### config.mk
export PLATFORM = sky130hd
export DESIGN_NAME = rom_dl_router
export DESIGN_NICKNAME = d
export VERILOG_FILES = /design/src/rtl/rom_dl_pkg.sv /design/src/rtl/rom_dl_fifo.sv /design/src/rtl/rom_dl_router.sv
export SDC_FILE = /design/constraint.sdc
export NUM_CORES = 1
export LEC_CHECK = 0
export BUFFER_PORTS_ARGS = -buffer_cell sky130_fd_sc_hd__buf_4
export CORE_ASPECT_RATIO = 0.5
export CORE_MARGIN = 8
export CORE_UTILIZATION = 42
export DETAILED_ROUTE_END_ITERATION = 10
export GPL_TIMING_DRIVEN = 1
export PLACE_DENSITY = 0.86
export SLEW_MARGIN = 40
export SYNTH_ARGS = -nofsm -noshare
export SYNTH_HDL_FRONTEND = slang
export SYNTH_SLANG_ARGS = --single-unit
### constraint.sdc
create_clock -name clk_sys -period 5 [get_ports clk_sys]
set_input_delay 1 -clock clk_sys [delete_from_list [all_inputs] [get_ports clk_sys]]
set_output_delay 1 -clock clk_sys [all_outputs]
set_load 0.005 [all_outputs]
### src/rtl/rom_dl_pkg.sv
// rtl/rom_dl_pkg.sv - shared types and remap helper for the ROM download router
package rom_dl_pkg;

    localparam int ADDR_MAX = 32;

    typedef enum logic [1:0] {
        S_IDLE,
        S_DECODE,
        S_ISSUE,
        S_WAIT
    } disp_state_t;

    typedef struct packed {
        logic [ADDR_MAX-1:0] addr;
        logic [7:0]          data;
    } fifo_entry_t;

    typedef struct packed {
        logic [ADDR_MAX-1:0] a;
        logic [1:0]          ds;
    } remap_t;

    // Drop bit 'plane' from the offset to form the word address; that bit picks the lane.
    // plane == 0 degenerates to the linear layout.
    function automatic remap_t remap(input logic [ADDR_MAX-1:0] off, input logic [4:0] plane);
        remap_t              r;
        logic [ADDR_MAX-1:0] low_mask;
        low_mask = ~({ADDR_MAX{1'b1}} << plane);
        r.a  = ((off >> ({1'b0, plane} + 6'd1)) << plane) | (off & low_mask);
        r.ds = {off[plane], ~off[plane]};
        return r;
    endfunction

endpackage

### src/rtl/rom_dl_fifo.sv
// rtl/rom_dl_fifo.sv - synchronous FIFO with full/empty/fill status
module rom_dl_fifo #(
    parameter int DEPTH = 4,
    parameter int WIDTH = 8
) (
    input  logic                       i_clk,
    input  logic                       i_reset,
    input  logic                       i_push,
    input  logic                       i_pop,
    input  logic [WIDTH-1:0]           i_din,
    output logic [WIDTH-1:0]           o_dout,
    output logic                       o_full,
    output logic                       o_empty,
    output logic [$clog2(DEPTH):0]     o_fill
);
    localparam int PW = $clog2(DEPTH);
    localparam logic [PW:0] FULL_LVL = (PW+1)'(DEPTH);

    logic [WIDTH-1:0] r_mem [DEPTH];
    logic [PW-1:0]    r_wr_ptr;
    logic [PW-1:0]    r_rd_ptr;
    logic [PW:0]      r_fill;
    logic             w_push;
    logic             w_pop;

    assign o_full  = (r_fill == FULL_LVL);
    assign o_empty = (r_fill == '0);
    assign o_fill  = r_fill;
    assign o_dout  = r_mem[r_rd_ptr];
    assign w_push  = i_push & ~o_full;
    assign w_pop   = i_pop & ~o_empty;

    always_ff @(posedge i_clk) begin
        if (w_push) begin
            r_mem[r_wr_ptr] <= i_din;
        end
    end

    always_ff @(posedge i_clk) begin
        if (i_reset) begin
            r_wr_ptr <= '0;
            r_rd_ptr <= '0;
            r_fill   <= '0;
        end else begin
            if (w_push) r_wr_ptr <= r_wr_ptr + 1'b1;
            if (w_pop)  r_rd_ptr <= r_rd_ptr + 1'b1;
            case ({w_push, w_pop})
                2'b10:   r_fill <= r_fill + 1'b1;
                2'b01:   r_fill <= r_fill - 1'b1;
                default: r_fill <= r_fill;
            endcase
        end
    end

endmodule

### src/rtl/rom_dl_router.sv
// rtl/rom_dl_router.sv - routes ioctl download bytes to windowed toggle-handshake SDRAM write ports
module rom_dl_router #(
    parameter int                  PORTS     = 2,
    parameter int                  AW        = 25,
    parameter int                  SAW       = 23,
    parameter int                  DEPTH     = 4,
    parameter logic [7:0]          INDEX     = 8'd0,
    parameter logic [PORTS*AW-1:0] PORT_BASE = '0,
    parameter logic [PORTS*AW-1:0] PORT_SIZE = '0,
    parameter logic [PORTS*5-1:0]  PLANE_BIT = '0
) (
    input  logic                  clk_sys,
    input  logic                  reset,
    input  logic                  ioctl_download,
    input  logic [7:0]            ioctl_index,
    input  logic                  ioctl_wr,
    input  logic [AW-1:0]         ioctl_addr,
    input  logic [7:0]            ioctl_dout,
    output logic                  ioctl_wait,
    output logic [PORTS-1:0]      port_req,
    input  logic [PORTS-1:0]      port_ack,
    output logic [PORTS*SAW-1:0]  port_a,
    output logic [PORTS*2-1:0]    port_ds,
    output logic [PORTS*16-1:0]   port_d,
    output logic [PORTS-1:0]      port_we,
    output logic                  dl_done,
    output logic                  dl_drop,
    output logic [15:0]           dl_miss
);
    import rom_dl_pkg::*;

    localparam int FW = $clog2(DEPTH);
    localparam logic [FW:0] WAIT_LVL = (FW+1)'(DEPTH - 1);

    disp_state_t          r_state;
    disp_state_t          w_next;
    fifo_entry_t          w_din;
    fifo_entry_t          w_head;
    logic                 w_accept;
    logic                 w_full;
    logic                 w_empty;
    logic                 w_pop;
    logic                 w_miss;
    logic [FW:0]          w_fill;
    logic [AW-1:0]        w_head_addr;
    logic [AW-1:0]        w_off [PORTS];
    remap_t               w_map [PORTS];
    logic [PORTS-1:0]     w_hit;
    logic [PORTS-1:0]     w_acked;
    logic [PORTS*SAW-1:0] w_a;
    logic [PORTS*2-1:0]   w_ds;
    logic [PORTS-1:0]     r_hit;
    logic [PORTS-1:0]     r_we;
    // Toggle state must survive reset so the SDRAM side never sees a phantom request.
    logic [PORTS-1:0]     r_req = '0;
    logic [PORTS*SAW-1:0] r_a;
    logic [PORTS*2-1:0]   r_ds;
    logic [PORTS*16-1:0]  r_d;
    logic [15:0]          r_miss;
    logic                 r_wait;
    logic                 r_drop;
    logic                 r_done;
    logic                 r_pend;
    logic                 r_dl_prev;

    assign w_accept = ioctl_download & (ioctl_index == INDEX) & ioctl_wr;
    assign w_din    = '{addr: ADDR_MAX'(ioctl_addr), data: ioctl_dout};
    assign w_acked  = ~(port_ack ^ r_req);

    rom_dl_fifo #(
        .DEPTH (DEPTH),
        .WIDTH ($bits(fifo_entry_t))
    ) u_fifo (
        .i_clk   (clk_sys),
        .i_reset (reset),
        .i_push  (w_accept),
        .i_pop   (w_pop),
        .i_din   (w_din),
        .o_dout  (w_head),
        .o_full  (w_full),
        .o_empty (w_empty),
        .o_fill  (w_fill)
    );

    always_comb begin
        w_head_addr = AW'(w_head.addr);
        for (int i = 0; i < PORTS; i++) begin
            w_off[i]            = w_head_addr - PORT_BASE[i*AW +: AW];
            w_hit[i]            = w_off[i] < PORT_SIZE[i*AW +: AW];
            w_map[i]            = remap(ADDR_MAX'(w_off[i]), PLANE_BIT[i*5 +: 5]);
            w_a[i*SAW +: SAW]   = SAW'(w_map[i].a);
            w_ds[i*2 +: 2]      = w_map[i].ds;
        end
    end

    always_comb begin
        w_next = r_state;
        w_pop  = 1'b0;
        w_miss = 1'b0;
        case (r_state)
            S_IDLE:   if (!w_empty) w_next = S_DECODE;
            S_DECODE: begin
                if (w_hit == '0) begin
                    w_pop  = 1'b1;
                    w_miss = 1'b1;
                    w_next = S_IDLE;
                end else begin
                    w_next = S_ISSUE;
                end
            end
            S_ISSUE:  w_next = S_WAIT;
            S_WAIT: begin
                // The entry retires only when the slowest hit port has answered.
                if ((r_we & ~w_acked) == '0) begin
                    w_pop  = 1'b1;
                    w_next = S_IDLE;
                end
            end
            default:  w_next = S_IDLE;
        endcase
    end

    always_ff @(posedge clk_sys) begin
        if (reset) begin
            r_state   <= S_IDLE;
            r_hit     <= '0;
            r_we      <= '0;
            r_a       <= '0;
            r_ds      <= '0;
            r_d       <= '0;
            r_miss    <= '0;
            r_wait    <= 1'b0;
            r_drop    <= 1'b0;
            r_done    <= 1'b0;
            r_pend    <= 1'b0;
            r_dl_prev <= 1'b0;
        end else begin
            r_state   <= w_next;
            r_dl_prev <= ioctl_download;
            r_wait    <= (w_fill >= WAIT_LVL);
            if (r_state == S_DECODE) r_hit <= w_hit;
            if (w_miss && r_miss != 16'hFFFF) r_miss <= r_miss + 16'd1;
            if (ioctl_download & ~r_dl_prev) r_drop <= 1'b0;
            if (w_accept & w_full) r_drop <= 1'b1;
            for (int i = 0; i < PORTS; i++) begin
                if (r_state == S_ISSUE && r_hit[i]) begin
                    r_a[i*SAW +: SAW] <= w_a[i*SAW +: SAW];
                    r_ds[i*2 +: 2]    <= w_ds[i*2 +: 2];
                    r_d[i*16 +: 16]   <= {2{w_head.data}};
                    r_we[i]           <= 1'b1;
                end else if (r_state == S_WAIT && w_acked[i]) begin
                    r_we[i] <= 1'b0;
                end
            end
            r_done <= 1'b0;
            if (~ioctl_download & r_dl_prev) begin
                r_pend <= 1'b1;
            end else if (r_pend && w_empty && r_state == S_IDLE) begin
                r_done <= 1'b1;
                r_pend <= 1'b0;
            end
        end
    end

    always_ff @(posedge clk_sys) begin
        for (int i = 0; i < PORTS; i++) begin
            if (!reset && r_state == S_ISSUE && r_hit[i]) r_req[i] <= ~r_req[i];
        end
    end

    assign ioctl_wait = r_wait;
    assign port_req   = r_req;
    assign port_a     = r_a;
    assign port_ds    = r_ds;
    assign port_d     = r_d;
    assign port_we    = r_we;
    assign dl_done    = r_done;
    assign dl_drop    = r_drop;
    assign dl_miss    = r_miss;

endmodule

==> results.toml <==
[timing]
rsz0062_at_grt = "no"
clock.fmax_ghz = 0.405
finClkSkew_ns = 0.00325
setup_viol = 0
finalCritPeriodShare = 0.494
fin_setup_tns_ns = 0
slew_headroom = 0.542
fin_crit_ns = 2.47
worst_pin_slew_ns = 0.684
slew_violations = 0
hold_viol = 0

[synth]
synth_xor_area_frac = 0.0187
synthFlopType = "dfxtp_1"
yosys_warnings = 0
synth_top_family_by_area = "buffers and inverters"
syn-instance-count = 226
yosysMostFrequentCell = "buf_4"
synth_top_cells_by_count = "86 x buf_4, 26 x dfxtp_1, 16 x a21oi_1, 13 x nor2_1"
synthMuxAreaShare = 0.0114
synth_cell_types = 37
ys_ff_latch = 26
synth.top_cell.area_share = 0.345
yosysSeqAreaShare = 0.278
synth_enable_flop_cells = 0
synth_top_cell_by_area = "buf_4"
synthTopCellsByArea = "buf_4 35%, dfxtp_1 28%, a21oi_1 4.3%, or4_1 2.8%, nor2_1 2.6%"
netlist_area_mm2 = 0.00187
synth_compound_area_frac = 0.104
synth_fa_ha_area_frac = 0.0241
synth_simple_gate_area_frac = 0.196
syn_area_per_cell_um2 = 8.28
ys_async_sr_fraction = 0

[worst_setup_path]
cp.arrival_ns = 2.68
critPathCaptureType = "register"
r2r_slack_ns = 2.96
crit_fanout = 2
critical_path_required_ns = 5.21
start_kind = "input pin"
critPathKind = "in -> reg"

[power_and_ir_drop]
power_mw = 0.353
leakage_nw = 0.834
power_density_mw_per_mm2 = 188
vdd_ir_drop_max_v = 0.0000752

[cts]
post_cts.repair.setup_buffers = 0
cts_resized = 0
clk_latency_ns = 0.27
cts_buffers = 3
cts_tree = "done"
cts.clk_slew.worst_paths_ns = 0.08
cts.sinks = 26
root_buffer = "clkbuf_8"
cts_hold_buf = 0
cts_buffer_depth = 2
htree_levels = 1

[routing]
drtIter0Drc = 49
vias = 1391
routed_wl_um = 3700
drt-pass1-iter-count = 4
via_per_inst = 4.47
post_drt_wl_per_cell_um = 11.9
ant_nets = 0
drc_errors = 0

[global_routing]
overflow = 0
grt_use_total = 0.0927
grt_max_degree = 28
grt_antenna_before_repair = 0
grt_pass1_wl_um = 5480
grt_pass1_vias = 1283

[finish]
area_growth_pct = 0.334
drive_above_1_share = 0.142
final_nets = 306
antenna_cells = 0

[placed_design]
dpl.hpwl_um = 3110
io_buffers = 30
routabilityCongestion = 0.796

[die]
core_mm2 = 0.00434
dieHeight_um = 63.2
io-pin-count = 152
die_w_um = 110
start_util = 0.431
dieArea_mm2 = 0.00697
rows = 17

[hold_path]
hold_class = "reg -> reg"

[flow_run]
maxCapViolCount = 0

[status]
status = "finished, final reports clean"
-- worst max-delay path, cell delays in order --
cell and delay (ns):
buf_4 0.11, nor4_1 0.25, and4_1 0.24, nand2_1 0.06, ha_1 0.23, inv_1 0.09, fa_1 0.18, xor2_1 0.08
or3_1 0.30, a21oi_1 0.13
-- metrics by stage --
step / instance area (um2) / hold slack, ns / cells / util / setup WS [ns]
after floorplan: 2190 / 0.448 / 311 / - / 2.44
after global placement: 1820 / 0.461 / 308 / 0.420 / 2.31
after detailed placement: 1840 / 0.468 / 308 / 0.423 / 2.25
after CTS: 1880 / 0.487 / 311 / 0.433 / 2.53
after global routing: 1880 / 0.499 / 311 / 0.433 / 2.38
final: 1880 / 0.485 / 311 / 0.433 / 2.53
-- worst paths after layout --
kind | start | endpoint | depth (start not counted)
max reg2reg | u_fifo.o_fill[0] | u_fifo.o_fill[2] | 9
max | ioctl_index[1] | u_fifo.o_fill[2] | 10
min reg2reg | dl_drop | dl_drop | 2
min | dl_drop | dl_drop | 2
-- registers in the layout, indices dropped and copies added, names as in the netlist --
name and flops:
r_pend 1, dl_done 1, r_state 2, r_dl_prev 1, u_fifo.o_fill 3, dl_miss 16, ioctl_wait 1, dl_drop 1
-- area by class of cell --
cell class / instances / area, um2
fillers: 429 / 2460
multi-input cells: 189 / 996
flip-flops and latches: 26 / 520
repair buffers: 30 / 225
well taps: 57 / 71.3
clock buffers: 3 / 41.3
inverters: 6 / 22.5
-- metal layers --
| metal | global-route usage | share of wire | vias up |
|---|---|---|---|
| met3 | 0.0284 | 0.15 | 5 |
| met4 | 0.0346 | 0.011 | 0 |
| met2 | 0.181 | 0.48 | 88 |
| li1 | - | - | 663 |
| met1 | 0.0874 | 0.35 | 635 |
| met5 | 0 | 0 | - |
-- layout by cell type (no fill, tap or decap), drive strengths merged, types with 6 or more instances in the layout --
| cell | count |
|---|---|
| nand3 | 6 |
| conb | 86 |
| nand2 | 7 |
| or3 | 6 |
| inv | 6 |
| or4 | 8 |
| buf | 30 |
| a21oi | 16 |
| dfxtp | 26 |
| nor2 | 13 |
| o31ai | 6 |
| o21ai | 7 |
-- where the power goes --
group	total (mW)	switching (mW)	leakage (nW)	internal (mW)
Combinational	0.0298	0.0233	0.602	0.00649
Clock	0.115	0.0614	0.0216	0.0540
Sequential	0.208	0.000330	0.210	0.208
-- logic make-up (layout without fill, tap and decap cells) --
group / after synthesis / count (layout)
AOI/OAI and AO/OA: 32 / 32
xor gates and xnor gates: 4 / 4
muxes: 2 / 2
adders and majority gates: 3 / 3
buffers and inverters: 96 / 39
other: 1 / 86
and+or+nand+nor: 62 / 62
DFF: 26 / 26
Note: power is estimated with default switching activity, not from simulation.
